**src/rtl/adc_capture_buffer.sv**
```systemverilog
// Capture-then-drain buffer: stores N ADC batches on command, then streams them
// out as one AXI-Stream packet with TLAST on the final beat.
module adc_capture_buffer #(
  parameter int DATA_WIDTH = 16,
  parameter int BATCH_SIZE = 4,
  parameter int DEPTH      = 64
) (
  input  logic                             clk,
  input  logic                             rst_n,
  input  logic [BATCH_SIZE*DATA_WIDTH-1:0] adc_data,
  input  logic                             adc_valid,
  input  logic                             cmd_start,
  input  logic                             cmd_abort,
  input  logic [$clog2(DEPTH):0]           num_batches,
  output logic [BATCH_SIZE*DATA_WIDTH-1:0] m_tdata,
  output logic                             m_tvalid,
  output logic                             m_tlast,
  input  logic                             m_tready,
  output logic                             busy,
  output logic                             done
);

  localparam int BW = BATCH_SIZE * DATA_WIDTH;
  localparam int PW = $clog2(DEPTH);
  localparam int NW = PW + 1;
  localparam logic [NW-1:0] DEPTH_N = NW'(DEPTH);
  localparam logic [NW-1:0] ONE_N   = NW'(1);

  typedef enum logic [1:0] {IDLE, CAPTURE, SEND} state_t;

  state_t          state, state_nx;
  logic [PW-1:0]   wr_ptr, rd_ptr;
  logic [NW-1:0]   n_lat, n_last, n_clamp;
  logic [BW-1:0]   mem [DEPTH];
  logic            wr_en, wr_last, rd_last, xfer, start_ok, done_nx;

  // N is clamped to the buffer depth; a request for zero batches is dropped.
  assign n_clamp  = (num_batches > DEPTH_N) ? DEPTH_N : num_batches;
  assign start_ok = cmd_start && (num_batches != '0);
  assign n_last   = n_lat - ONE_N;
  assign wr_en    = (state == CAPTURE) && adc_valid;
  assign wr_last  = ({1'b0, wr_ptr} == n_last);
  assign rd_last  = ({1'b0, rd_ptr} == n_last);
  assign xfer     = (state == SEND) && m_tready;

  always_comb begin
    state_nx = state;
    done_nx  = 1'b0;
    case (state)
      IDLE:    if (start_ok) state_nx = CAPTURE;
      CAPTURE: if (wr_en && wr_last) state_nx = SEND;
      SEND: begin
        if (xfer && rd_last) begin
          state_nx = IDLE;
          done_nx  = 1'b1;
        end
      end
      default: state_nx = IDLE;
    endcase
    if (cmd_abort) begin
      state_nx = IDLE;
      done_nx  = 1'b0;
    end
  end

  always_ff @(posedge clk or negedge rst_n) begin
    if (!rst_n) begin
      state  <= IDLE;
      wr_ptr <= '0;
      rd_ptr <= '0;
      n_lat  <= '0;
      busy   <= 1'b0;
      done   <= 1'b0;
    end else begin
      state <= state_nx;
      busy  <= (state_nx != IDLE);
      done  <= done_nx;
      if (state == IDLE && start_ok) begin
        n_lat  <= n_clamp;
        wr_ptr <= '0;
      end
      if (wr_en) wr_ptr <= wr_ptr + 1'b1;
      if (state == CAPTURE) rd_ptr <= '0;
      else if (xfer)        rd_ptr <= rd_ptr + 1'b1;
    end
  end

  // Sample storage carries no reset; only the pointers qualify its contents.
  always_ff @(posedge clk) begin
    if (wr_en) mem[wr_ptr] <= adc_data;
  end

  // Stream outputs depend only on registered state, so they hold while stalled.
  assign m_tvalid = (state == SEND);
  assign m_tlast  = m_tvalid && rd_last;
  assign m_tdata  = m_tvalid ? mem[rd_ptr] : '0;

endmodule

```
**config.mk**
```make
export PLATFORM = sky130hd
export DESIGN_NAME = adc_capture_buffer
export DESIGN_NICKNAME = d
export VERILOG_FILES = /design/src/rtl/adc_capture_buffer.sv
export SDC_FILE = /design/constraint.sdc
export NUM_CORES = 2
export LEC_CHECK = 0
export CAP_MARGIN = 20
export CORE_MARGIN = 10
export CORE_UTILIZATION = 54
export CTS_BUF_LIST = sky130_fd_sc_hd__clkbuf_4
export DETAILED_ROUTE_END_ITERATION = 12
export PLACE_DENSITY = 0.72
export SYNTH_ARGS = -nofsm -noshare
export SYNTH_HDL_FRONTEND = slang
export SYNTH_SLANG_ARGS = --single-unit
```
**constraint.sdc**
```tcl
create_clock -name clk -period 4.75 [get_ports clk]
set_clock_uncertainty 0.05 [all_clocks]
set_input_delay 0.475 -clock clk [delete_from_list [all_inputs] [get_ports clk]]
set_output_delay 0.475 -clock clk [all_outputs]
set_load 0.01 [all_outputs]
```
==> flow_metrics.tcl <==
set metrics [dict create \
    r2r-start "state[1]" \
    timing.fmax_mhz 212 \
    dp_hpwl_um 251000 \
    wirelength_um 513000 \
    yosys.area.top_type "edfxtp_1" \
    ant_nets 0 \
    hold_path_depth 2 \
    worst-endpoint-arrival_ns 4.20 \
    holdCritPathClass "input port to flop" \
    port_buffers 144 \
    wl_per_cell_um 38.6 \
    worstPathBufferInverterCount 3 \
    nets 8825 \
    p_comb_share_pct 1.7 \
    cp_max_fo 27 \
    dr.pass1.iters 6 \
    netlist-cell-type-count 60 \
    ys_async_sr_fraction_pct 0.558 \
    clock_path_buffers 5 \
    tightest_slew_ns 1.14 \
    critPathTopFamily "buffers and inverters" \
    power.leakage_nw 59.2 \
    netlist_area_um2 157000 \
    r2r_end "mem[56][4]" \
    die_w_um 559 \
    ff2ff_setup_slack_ns 1.07 \
    rsz0062_at_grt "yes" \
    synthTopCellsByArea "edfxtp_1 78%, mux4_2 13%, mux2i_1 2.1%" \
    setup_viol 0 \
    root_buffer "clkbuf_4" \
    cts-buffers-inserted 1096 \
    grt_remaining_overflow 0 \
    seq_area_frac_synth_pct 78.7 \
    fin_tns_setup_ns 0 \
    grt_antenna_before_repair 32 \
    vias 91200 \
    num-fill-cells 18400 \
    crit_chain "buf_4, and2_4, buf_6, o21ai_1, nor3_1, a311oi_4, o22a_2, buf_6" \
    synth_ff_type "edfxtp_1" \
    clk_latency_ns 1.70 \
    rows 197 \
    regArea_um2 124000 \
    area_delta_synth_final_pct 19.9 \
    gp_congestion 0.816 \
    first_iter_violations 16000 \
    power.internal_mw 55.4 \
    hold_end "mem[4][59]" \
    ios 145 \
    cp_slowest_cell "buf_6" \
    synth.avg_cell_area_um2 22.3 \
    grt_usage_pct 32.5 \
    swShare_pct 21.2 \
    crit_top_cell "buf_6" \
    endpoint_kind "primary output" \
    yosysMostFrequentCell "edfxtp_1" \
    reg2reg_depth 7 \
    die_y_um 559 \
    synth_nets 7132 \
    multi_input_area_um2 33800 \
    synth-seq-cells 4119 \
    clock_sinks 4119 \
    startpoint_type "flop" \
    power_switching_mw 14.9 \
    die-area_um2 313000 \
    slowest_delay_ns 0.54 \
    synth_top_area_share_pct 78.3 \
    synth-edff-count 4096 \
    slew_headroom_pct 23.7 \
    synthTopCellsByCount "4,096 x edfxtp_1, 906 x mux4_2, 334 x mux2i_1" \
    drcViolationCount 0 \
    hold_viol 0 \
    synth_cells 7052 \
    clkTransAtPathRegs_ns 0.07 \
    power_mw 70.3 \
    yosys_warnings 0 \
    via_per_inst 6.86 \
    grt_pass1_wl_um 707000 \
    peakVddDrop_mv 0.305 \
    min_from "adc_data[59]" \
    finalCriticalPeriod_ns 4.73 \
    whs_ns 0.126 \
    cp.required_ns 4.22 \
    core-area_um2 289000 \
    timing.final.crit_share_pct 99.5 \
    worst-setup-path-type "flop to primary output" \
    htree_levels 7 \
    drive_gt1_share_pct 39.8 \
    initial_core_util_pct 54.4 \
    p_clk_share_pct 41.3 \
    power_frac_seq_pct 57.0 \
    grt_pass1_vias 89800 \
    cts_tree "done" \
    drv_slew 0 \
    cellPowerDensity_nw_per_um2 374 \
    status "finished, final reports clean" \
    grt_max_degree 72 \
    drv_cap 0 \
]
cells by family (layout without fill, tap and decap cells):
family	count (synthesis)	after routing	share of synthesized area, %
other cells	0	30	0
flops	4119	4119	78.7
buf+inv	419	2756	1.37
mux	1240	1240	15.1
xor+xnor	13	13	0.0900
compound gates	675	675	2.98
simple gates	583	583	1.76
fa+ha+maj	3	3	0.0239
final cells by class:
cell class / instances / share of cell area [%]
clock inverter: 220 / 0.565
multi-input combinational: 2514 / 17.9
antenna: 30 / 0.0399
tap: 3880 / 2.58
clock buffer: 1522 / 6.07
inverter: 9 / 0.0193
timing repair buffer: 1005 / 7.16
sequential: 4119 / 65.6
how the worst max path moves through the flow:
stage,startpoint,end,slack (ns),cells after the start
6_report,rd_ptr[5],m_tdata[60],0.02,8
5_1_grt,rd_ptr[0],m_tdata[20],-0.05,9
4_1_cts,rd_ptr[0],m_tdata[23],-0.12,9
3_5_place_dp,rd_ptr[1],m_tdata[60],0.72,7
3_3_place_gp,rd_ptr[1],m_tdata[60],0.64,7
2_1_floorplan,state[0],mem[30][0],0.29,5
power groups by stage:
stage	sequential, mW	combinational, mW	clock (mW)
CTS	40.1	1.14	29.2
global route	40.1	1.27	31.3
detailed placement	40.9	0.951	0
global placement	40.9	0.883	0
finish	40.1	1.20	29.1
floorplan	40.9	0.305	0
per-stage QoR:
step / instance area [um2] / std cells / worst slack [ns] / utilization [%]
2_1_floorplan: 157000 / 7052 / 0.286 / -
3_3_place_gp: 167000 / 11100 / 0.642 / 57.7
3_5_place_dp: 167000 / 11100 / 0.716 / 57.7
4_1_cts: 187000 / 13200 / -0.123 / 64.8
5_1_grt: 188000 / 13300 / -0.0527 / 65.2
6_report: 188000 / 13300 / 0.0248 / 65.2
flip-flops by register name, summed over array words and instances (netlist names):
register	count
rd_ptr	6
wr_ptr	6
mem	4096
busy	1
state	2
done	1
n_lat	7
per-layer routing:
metal  routed length [um]  GRT usage, %
met2               231000          47.9
met3                86800          11.7
met5                  108         0.137
met1               165000          42.8
met4                30000          17.2
placed cells by master (no fill, tap or decap), drive strengths merged, types with 31 or more instances in the layout:
master       count
buf            820
clkbuf        1524
nand3           39
bufbuf          31
mux4           906
o22ai          218
edfxtp        4096
nand2          103
clkinv         189
nor3            85
a22oi           50
o21ai           86
o22a            52
nor2           203
nor2b           69
nor4            43
mux2i          334
dlygate4sd3    135
a211oi          98
what timing repair did:
item                                    4_1_cts  5_1_grt
endpoints found under the setup margin       65       38
hold buffers                                130        7
hold endpoints to repair                   4142      138
cloned                                       75        1
setup buffers                               202       44
gates resized for setup                     829       89
pin swaps                                   160       60
(Power assumes the default switching activity.)
